File: config.mk
export PLATFORM = sky130hd
export DESIGN_NAME = fifo_slave
export DESIGN_NICKNAME = d
export VERILOG_FILES = /design/src/rtl/fifo_slave.sv
export SDC_FILE = /design/constraint.sdc
export NUM_CORES = 1
export LEC_CHECK = 0
export ABC_CLOCK_PERIOD_IN_PS = 5800
export CORE_UTILIZATION = 40
export DETAILED_ROUTE_END_ITERATION = 12
export SYNTH_ARGS = -nofsm -noshare
export SYNTH_HDL_FRONTEND = slang
export SYNTH_SLANG_ARGS = --single-unit
File: constraint.sdc
create_clock -name clk -period 5.8 [get_ports clk]
set_clock_uncertainty 0.05 [all_clocks]
set_input_delay 0.58 -clock clk [delete_from_list [all_inputs] [get_ports clk]]
set_output_delay 0.58 -clock clk [all_outputs]
set_load 0.01 [all_outputs]
File: src/rtl/fifo_slave.sv
// Bus-mapped FIFO: the bus pushes and peeks words, and the engine side pops them.
// Optional sticky overflow/underflow flags are enabled with the FIFO_SLAVE_ERR_EN macro.
module fifo_slave #(
    parameter int DATA_W = 32,
    parameter int DEPTH  = 8
) (
    input  logic              clk,
    input  logic              reset,
    input  logic              S_sel,
    input  logic              S_wr,
    input  logic [7:0]        S_address,
    input  logic [DATA_W-1:0] S_din,
    output logic [DATA_W-1:0] S_dout,
    input  logic              pop_req,
    output logic [DATA_W-1:0] pop_data,
    output logic              pop_valid,
    output logic              f_interrupt
);
    localparam int AW = $clog2(DEPTH);
    localparam int CW = AW + 1;

    logic [DATA_W-1:0] mem [DEPTH];
    logic [AW-1:0]     wr_ptr_reg, rd_ptr_reg;
    logic [CW-1:0]     count_reg;
    logic [4:0]        thresh_reg;
    logic [DATA_W-1:0] s_dout_reg, pop_data_reg;
    logic              pop_valid_reg, f_int_reg;

    logic              bus_wr, bus_rd, wr_data, wr_clear;
    logic              is_empty, is_full, do_pop, do_push, push_drop, pop_empty;
    logic              thr_hit, err_int, ovf, unf;
    logic [1:0]        int_en_rd;
    logic [4:0]        count5;
    logic [DATA_W-1:0] head_word, status_word, rd_word;

    assign bus_wr    = S_sel & S_wr;
    assign bus_rd    = S_sel & ~S_wr;
    assign wr_data   = bus_wr && (S_address == 8'h00);
    assign wr_clear  = bus_wr && (S_address == 8'h03);
    assign is_empty  = (count_reg == '0);
    assign is_full   = (count_reg == CW'(DEPTH));
    // A flush wins over any push or pop in the same cycle.
    assign do_pop    = pop_req & ~is_empty & ~wr_clear;
    assign do_push   = wr_data & (~is_full | do_pop) & ~wr_clear;
    assign push_drop = wr_data & is_full & ~do_pop & ~wr_clear;
    assign pop_empty = pop_req & is_empty & ~wr_clear;
    assign count5    = 5'(count_reg);
    assign thr_hit   = (count5 >= thresh_reg) && (thresh_reg != 5'd0);
    assign head_word = mem[rd_ptr_reg];

    always_ff @(posedge clk) begin
        if (do_push) begin
            mem[wr_ptr_reg] <= S_din;
        end
    end

`ifdef FIFO_SLAVE_ERR_EN
    logic [1:0] int_en_reg;
    logic       ovf_reg, unf_reg;

    always_ff @(posedge clk) begin
        if (reset) begin
            int_en_reg <= 2'b00;
            ovf_reg    <= 1'b0;
            unf_reg    <= 1'b0;
        end else begin
            if (bus_wr && (S_address == 8'h02)) begin
                int_en_reg <= S_din[1:0];
            end
            if (wr_clear) begin
                ovf_reg <= 1'b0;
                unf_reg <= 1'b0;
            end else begin
                if (push_drop) ovf_reg <= 1'b1;
                if (pop_empty) unf_reg <= 1'b1;
            end
        end
    end

    assign int_en_rd = int_en_reg;
    assign ovf       = ovf_reg;
    assign unf       = unf_reg;
    assign err_int   = int_en_reg[1] & (ovf_reg | unf_reg);
`else
    logic int_en_reg;
    logic unused_err;

    always_ff @(posedge clk) begin
        if (reset) begin
            int_en_reg <= 1'b0;
        end else if (bus_wr && (S_address == 8'h02)) begin
            int_en_reg <= S_din[0];
        end
    end

    assign int_en_rd  = {1'b0, int_en_reg};
    assign ovf        = 1'b0;
    assign unf        = 1'b0;
    assign err_int    = 1'b0;
    assign unused_err = push_drop | pop_empty;
`endif

    always_comb begin
        status_word     = '0;
        status_word[4:0] = count5;
        status_word[8]  = is_empty;
        status_word[9]  = is_full;
        status_word[10] = thr_hit;
        status_word[11] = ovf;
        status_word[12] = unf;
    end

    always_comb begin
        rd_word = '0;
        case (S_address)
            8'h00:   rd_word = is_empty ? '0 : head_word;
            8'h01:   rd_word = status_word;
            8'h02:   rd_word = DATA_W'(int_en_rd);
            8'h04:   rd_word = DATA_W'(thresh_reg);
            default: rd_word = '0;
        endcase
    end

    always_ff @(posedge clk) begin
        if (reset) begin
            wr_ptr_reg    <= '0;
            rd_ptr_reg    <= '0;
            count_reg     <= '0;
            thresh_reg    <= 5'd0;
            s_dout_reg    <= '0;
            pop_data_reg  <= '0;
            pop_valid_reg <= 1'b0;
            f_int_reg     <= 1'b0;
        end else begin
            if (wr_clear) begin
                wr_ptr_reg <= '0;
                rd_ptr_reg <= '0;
                count_reg  <= '0;
            end else begin
                if (do_push) wr_ptr_reg <= wr_ptr_reg + AW'(1);
                if (do_pop)  rd_ptr_reg <= rd_ptr_reg + AW'(1);
                case ({do_push, do_pop})
                    2'b10:   count_reg <= count_reg + CW'(1);
                    2'b01:   count_reg <= count_reg - CW'(1);
                    default: count_reg <= count_reg;
                endcase
            end
            pop_valid_reg <= do_pop;
            if (do_pop) pop_data_reg <= head_word;
            if (bus_rd) s_dout_reg <= rd_word;
            if (bus_wr && (S_address == 8'h04)) thresh_reg <= S_din[4:0];
            f_int_reg <= (int_en_rd[0] & thr_hit) | err_int;
        end
    end

    assign S_dout      = s_dout_reg;
    assign pop_data    = pop_data_reg;
    assign pop_valid   = pop_valid_reg;
    assign f_interrupt = f_int_reg;
endmodule

==> summary by stage, run 1 <==
Outcome
The run finished with clean final reports.

Global route
The via count of the first global-routing pass is 7474. Global routing used 18.4% of the available tracks across all layers. The number of antenna violations at the first check in global routing was 0. The first-pass GRT wire length is 45.9 mm. The sum of overflow across all layers after global routing is 0. Entering global routing, the biggest net connects 53 pins.

Timing
The worst path needs 3600 ps of the cycle, external delays included. The transition at the pin with the smallest max-transition slack is 1180 ps. Setup repair after global routing left no endpoint under its margin. Setup violations remaining at the end of the flow were counted as 0. The number of hold violations in the final report is 0. The relative slew slack is 21.4%. The final setup TNS is 0 ps. The count of final max-slew check failures is 0. Based on the critical path, the design can be clocked at up to 278 MHz. The worst path uses 62.1% of the clock period.

Logic synthesis
The cell count after synthesis came out at 766. The post-synthesis sequential element count is 341. After synthesis, the share of flip-flops with an asynchronous set or reset is 0%. A synthesized cell averages 17.0 sq um. Yosys printed 0 warnings. The cell area after synthesis is 13100 sq um. The share of the Yosys chip area taken by registers is 71.9%. The number of enable flip-flop cells after synthesis is 256. The synthesized net count is 820.

The number of distinct library cells after synthesis is 53. For this run, the leading register cell type out of synthesis is edfxtp_1.

Pwr
The share of total power dissipated in combinational logic is 1.7%. The worst voltage drop across the vdd grid is 241 uV. Per report_power, the sequential group accounts for 51.7% of the total. The switching component of the power is 975 uW. The power density over the cells is 319 nW/um^2. The internal power contribution is 4090 uW. The share of total power consumed by net switching is 19.2%. The static leakage is 0.00486 uW. The clock network accounts for 46.6% of the total power.

Routing
The number of routed nets with antenna violations is 0. The detailed router finished its first iteration with 486 violations. The final route contains 7195 vias.

In the routed layout, each cell is associated on average with a via count of 5.35. The first TritonRoute pass finished after 5 iterations. Dividing the detail-routed wire length by the instance count gives 21.9 um. After detailed routing, the number of remaining DRC violations is 0.

The sum of routed wire length over all layers is 29.4 mm.

Worst setup path
The type of element capturing the critical path is a flop. The worst setup path is launched from an input pin. Data arrives at the worst endpoint at 3750 ps.

The critical path in this run is classified as in -> reg. The data required time at the worst endpoint is 5950 ps. The biggest fanout along the worst timing path is 20.

Cells and area
The post-route netlist has 17.3% of its cells at a drive strength greater than 1. Relative to the synthesized area, the layout overhead comes to 21.8%. The net count of the finished layout is 935. The number of flip-flops in the largest register is 256. In the layout the commonest cells are 256 x edfxtp_1, 109 x clkdlybuf4s50_1, 82 x dfxtp_1, 62 x mux4_2, 40 x a21oi_1. The number of antenna diodes in the final layout is 0.

The most common library cell in the layout ignoring fill and taps is edfxtp_1. Cells fill 50.0% of the core in the end.

Clock tree
In this run the number of H-tree levels came out at 2. In this run the post-CTS setup repair buffer count came out at 0. In this run, post-CTS repair resized a total of 0 instances. The number of buffers between clock root and the deepest sink is 3.

The TritonCTS clock tree is built. The TritonCTS sink count is 341. The cts-stage hold buffer count is 0.

The number of clock buffers added by TritonCTS is 36. The later pin in the worst-skew pair is clocked with a latency of 520 ps. The tree is rooted in a clkbuf_16.

After clock tree synthesis, the clock-pin slew on the worst setup and hold paths is 60 ps.

Floorplanning
For this design the top-level I/O count stands at 111. The area enclosed by the die boundary is 33400 sq um. Measured along the x axis, the die boundary spans 183 um. The starting density of the core is 41.1%. The die extent in y is 183 um. The area of the placeable core is 31800 sq um.

The floorplan has 65 rows.

Placed design
The final weighted congestion in routability-driven placement is 0.851. The HPWL after detailed placement is 18.1 mm. Buffers placed on the I/O ports in this run total 110.

Worst hold path
The class of the most critical hold timing path is reg -> reg.

Flow run
Max-cap violations in this run came to 0.
[layout make-up]
| type | instances | area, sq um |
|---|---|---|
| inverters | 9 | 33.8 |
| fillers | 2637 | 15900 |
| multi-input cells | 368 | 3480 |
| well taps | 435 | 544 |
| flip-flops and latches | 341 | 9400 |
| clock inverters | 15 | 181 |
| repair buffers | 125 | 1210 |
| clock buffers | 51 | 1050 |
[cells in the mapped netlist (all sizes together), types with 2 or more instances]
| cell type | instances | area, sq um |
|---|---|---|
| a211oi | 27 | 203 |
| a21oi | 40 | 200 |
| a221oi | 2 | 17.5 |
| a22o | 5 | 43.8 |
| a22oi | 4 | 30.0 |
| a31oi | 2 | 12.5 |
| and2 | 2 | 12.5 |
| buf | 20 | 106 |
| clkbuf | 28 | 105 |
| dfxtp | 85 | 1700 |
| edfxtp | 256 | 7690 |
| ha | 9 | 113 |
| inv | 9 | 33.8 |
| mux2 | 4 | 45.0 |
| mux2i | 38 | 380 |
| mux4 | 62 | 1400 |
| nand2 | 35 | 131 |
| nand2b | 9 | 56.3 |
| nand3 | 9 | 45.0 |
| nor2 | 29 | 109 |
| nor2b | 6 | 37.5 |
| nor3 | 14 | 75.1 |
| nor4 | 5 | 52.6 |
| nor4b | 3 | 41.3 |
| o21ai | 31 | 155 |
| o22ai | 2 | 12.5 |
| or2 | 2 | 12.5 |
| or3 | 5 | 32.5 |
| or4 | 4 | 37.5 |
| xor2 | 5 | 43.8 |
[critical path, stage by stage]
cell and delay (ps):
clkdlybuf4s50_1 570, or4_4 600, a2111o_1 530, or2_2 430, nor2_4 640, buf_4 380
[final timing paths]
| check | cells past startpoint | slack [ps] | to | startpoint |
|---|---|---|---|---|
| max | 6 | 2200 | mem[5][3]$_DFFE_PP_ | S_address[1] |
| min | 2 | 400 | S_dout[15]$_SDFFE_PP0P_ | S_dout[15]$_SDFFE_PP0P_ |
| max reg2reg | 11 | 2280 | count_reg[2]$_SDFFE_PP0P_ | count_reg[1]$_SDFFE_PP0P_ |
| min reg2reg | 2 | 400 | S_dout[15]$_SDFFE_PP0P_ | S_dout[15]$_SDFFE_PP0P_ |
[logic make-up after synthesis]
| group | after synthesis | share of synthesized area, % |
|---|---|---|
| DFF | 341 | 71.9 |
| and+or+nand+nor | 127 | 5.18 |
| AOI/OAI and AO/OA | 121 | 5.72 |
| muxes | 104 | 14.0 |
| buffers and inverters | 57 | 1.88 |
| adders and majority gates | 10 | 0.939 |
| xor gates and xnor gates | 6 | 0.403 |
[routing by layer]
metal,vias to the layer above,routed length (um),GRT usage [%]
met5,-,0,0
met4,0,600,5.31
met3,46,1510,2.83
met2,207,13400,28.4
met1,3675,13900,27.0
li1,3267,-,-
[power groups by stage]
stage | Combinational, uW | Clock [uW] | Sequential, uW
5_1_grt | 94.7 | 2500 | 2620
3_5_place_dp | 87.4 | 0 | 2670
3_3_place_gp | 85.7 | 0 | 2670
6_report | 86.8 | 2360 | 2620
4_1_cts | 87.4 | 2410 | 2620
2_1_floorplan | 21.2 | 0 | 2670
[stage by stage]
step / setup slack (ps) / hold WS [ps] / std cells / power, uW / area (sq um)
2_1_floorplan: 1140 / 371 / 766 / 2690 / 13100
3_3_place_gp: 1710 / 391 / 1278 / 2760 / 14700
3_5_place_dp: 1670 / 394 / 1278 / 2760 / 14700
4_1_cts: 2200 / 405 / 1344 / 5110 / 15900
5_1_grt: 1980 / 449 / 1344 / 5210 / 15900
6_report: 2200 / 400 / 1344 / 5070 / 15900
(Power assumes the default switching activity.)
==> run 2: changes to the inputs <==
ABC_CLOCK_PERIOD_IN_PS = 3000   (was 5800)
clock period = 3 ns   (was 5.8 ns; I/O delays follow)
==> run 2 against run 1 <==
- global-route usage is 0.33 points lower
- final cell count rose by 3.3%
- cell area up 3.8%
- clock-buffer cell count is 10 lower
- critical endpoint is now count_reg[2]$_SDFFE_PP0P_
- non-clock buffer count increased by 43
==> summary by stage, run 2 (synthesis results as in run 1) <==
Placed design
The cell area after placement came to 15200 sq um (was 14700 sq um). The post-placement worst setup slack was -98.2 ps (was 1670 ps). The count of buffers inserted at the top-level ports came to 110 (unchanged). The HPWL after detailed placement came to 19.3 mm (was 18.1 mm).

The final weighted congestion in routability-driven placement was 0.786 (was 0.851).

Timing
The number of setup violations in the final report is 0 (unchanged). The share of the clock period used by the worst path is 85.9%. Setup repair after global routing missed its margin: false (unchanged). The transition at the pin with the smallest max-transition slack came to 760 ps (was 1180 ps). The count of final max-slew check failures is 0 (unchanged). The relative slew slack is 48.6% (was 21.4%). Timing would allow up to 388 MHz. The minimum setup slack in the final design came to 424 ps (was 2200 ps). The minimum period implied by the final worst setup slack is 2580 ps.

The number of hold violations in the final report is 0 (unchanged).

Cells and area
The post-layout net count was 979 (was 935). The fraction of final layout cells with drive strength greater than 1 was 21.2% (was 17.3%). The area of all placed cells without fillers is 16500 sq um (was 15900 sq um). The most common library cell in the layout ignoring fill and taps is edfxtp_1 (unchanged). The antenna cell count is 0 (unchanged).

Highest-count cells in the layout ignoring fill and taps: 256 x edfxtp_1, 109 x clkdlybuf4s50_1, 82 x dfxtp_1, 62 x mux4_2, 42 x buf_4 (was 256 x edfxtp_1, 109 x clkdlybuf4s50_1, 82 x dfxtp_1, 62 x mux4_2, 40 x a21oi_1). The number of flip-flops in the largest register is 256 (unchanged). The layout overhead on the synthesized area came to 26.4% (was 21.8%).

Clock tree
The clock input transition at the sequential cells of the worst setup and hold paths came to 60 ps (about the same). The H-tree depth reported by CTS is 2 (unchanged). The clock network latency to the later pin of the worst-skew pair is 550 ps (was 520 ps). The number of buffers between clock root and the deepest sink is 3 (unchanged). The clock root buffer was clkbuf_16 (unchanged). The TritonCTS sink count is 341 (unchanged). The TritonCTS clock tree is built (unchanged). The number of buffers added by the clock tree synthesis step is 37 (was 36). The cts-stage hold buffer count came to 0 (unchanged). The count of buffers added by post-CTS timing repair for setup is 0 (unchanged).

The number of resized instances in the post-cts repair step is 0 (unchanged).

Worst setup path
The data required time at the worst endpoint is 3410 ps (was 5950 ps). The biggest fanout along the worst timing path is 2 (was 20). The critical path start-end classification was in -> reg (unchanged). The master of the slowest instance on the critical path is or4_4 (was nor2_4). Critical path, cell by cell: clkdlybuf4s50_1, or4_4, a2111o_1, ha_1, xor2_1, ha_1, a21oi_1, xor2_1, or3_1, a21oi_1 (was clkdlybuf4s50_1, or4_4, a2111o_1, or2_2, nor2_4, buf_4). The peak per-stage delay on the critical path is 560 ps (was 640 ps).

The arrival time of the worst setup path is 2990 ps (was 3750 ps). The type of origin of the critical path is an input pin (unchanged). The number of buffers and inverters on the critical path is 1 (was 2). The family of cells with the greatest summed delay on the critical path is simple AND/OR/NAND/NOR gates (unchanged).

The type of element capturing the critical path is a flop (unchanged).

Floorplanning
The floorplan die width was 183 um (unchanged). The cell row count came to 65 (unchanged). The top-level port count was 111 (unchanged).

The area enclosed by the die boundary came to 33400 sq um (unchanged). The area of the placeable core is 31800 sq um (unchanged). The die extent in y is 183 um (unchanged).

The starting density of the core came to 41.1% (unchanged).

Pwr
The worst voltage drop across the vdd grid came to 377 uV (was 241 uV). The share of power burned in the clock network came to 47.6% (was 46.6%). The internal power contribution is 8040 uW (was 4090 uW). The total power is 10000 uW (was 5070 uW). The part of the total power dissipated in combinational logic is 1.8% (was 1.7%). The power density over the cells is 607 nW/um^2 (was 319 nW/um^2). The share of total power consumed by net switching is 19.7% (was 19.2%). The switching component of the power was 1970 uW (was 975 uW). The register share of total power came to 50.6% (was 51.7%). The static leakage is 0.00514 uW (was 0.00486 uW).

Routing
The sum of routed wire length over all layers is 29.2 mm (was 29.4 mm). The number of vias per cell is 5.26 (was 5.35). The violation count after the first detailed-route iteration is 577 (was 486). The wire length per cell came to 21.0 um (was 21.9 um). The number of detailed-routing iterations run before antenna repair is 5 (unchanged). The DRC violation count after routing is 0 (unchanged). The number of routed nets with antenna violations is 0 (unchanged). The number of vias after detailed routing came to 7306 (was 7195).

Global route
The combined global-route utilization of all metal layers is 18.1% (was 18.4%). The number of antenna violations at the first check in global routing was 1 (was 0). The pin count of the biggest net entering global routing was 67 (was 53). The sum of overflow across all layers after global routing was 0 (unchanged). The via count of the first global-routing pass is 7414 (was 7474). The first-pass GRT wire length is 45.1 mm (was 45.9 mm).

Flow run
The max capacitance violation total is 0 (unchanged).

Outcome
Outcome: complete, no violations (unchanged).

Worst hold path
The class of the most critical hold timing path is in -> reg (was reg -> reg).
-- run 2: cell count changes in the layout (fill, tap and decap cells not counted), sizes merged --
cell,change
buf,+43
bufinv,+3
clkbuf,-10
clkinv,+7
inv,+2
-- run 2: path summary, 6_finish.rpt --
kind	cells after the start	from	endpoint	slack, ps
max	10	S_address[1]	count_reg[2]$_SDFFE_PP0P_	420
min	2	reset	int_en_reg$_SDFFE_PP0P_	270
max reg2reg	9	count_reg[0]$_SDFFE_PP0P_	count_reg[2]$_SDFFE_PP0P_	430
min reg2reg	2	S_dout[31]$_SDFFE_PP0P_	S_dout[31]$_SDFFE_PP0P_	400
-- run 2: power by group through the flow --
stage          Clock [uW]  Sequential, uW  Combinational [uW]
6_report             4760            5060                 181
5_1_grt              5030            5060                 196
4_1_cts              4860            5060                 182
3_5_place_dp            0            5160                 181
3_3_place_gp            0            5160                 179
2_1_floorplan           0            5170                41.0
-- run 2: final cells by class --
class	count	area [sq um]
inverter	9	33.8
tap	435	544
timing repair buffer	168	1730
multi-input combinational	368	3490
sequential	341	9400
fill	2597	15300
clock buffer	41	941
clock inverter	27	358
-- run 2: routing by layer --
metal | share of wire, % | track usage, % | vias to the layer above | routed length (um)
li1 | - | - | 3348 | -
met1 | 45 | 25.5 | 3704 | 13300
met2 | 47 | 28.4 | 211 | 13700
met3 | 5.7 | 3.49 | 43 | 1670
met4 | 2.2 | 5.51 | 0 | 638
met5 | 0 | 0 | - | 0
-- run 2: worst register-to-register path: stages (launching register included) --
cell and delay, ps:
dfxtp_1 310, nor4b_1 680, a2111o_1 290, ha_1 200
xor2_1 160, ha_1 160, a21oi_1 50, xor2_1 150
or3_1 310, a21oi_1 150
-- run 2: stage by stage --
step	setup TNS, ps	util (%)	cells	hold WS (ps)
floorplan	-11380	-	766	349
global placement	-331	47.8	1321	392
detailed placement	-1990	47.8	1321	393
CTS	0	51.9	1389	260
global route	0	51.9	1389	307
finish	0	51.9	1389	267
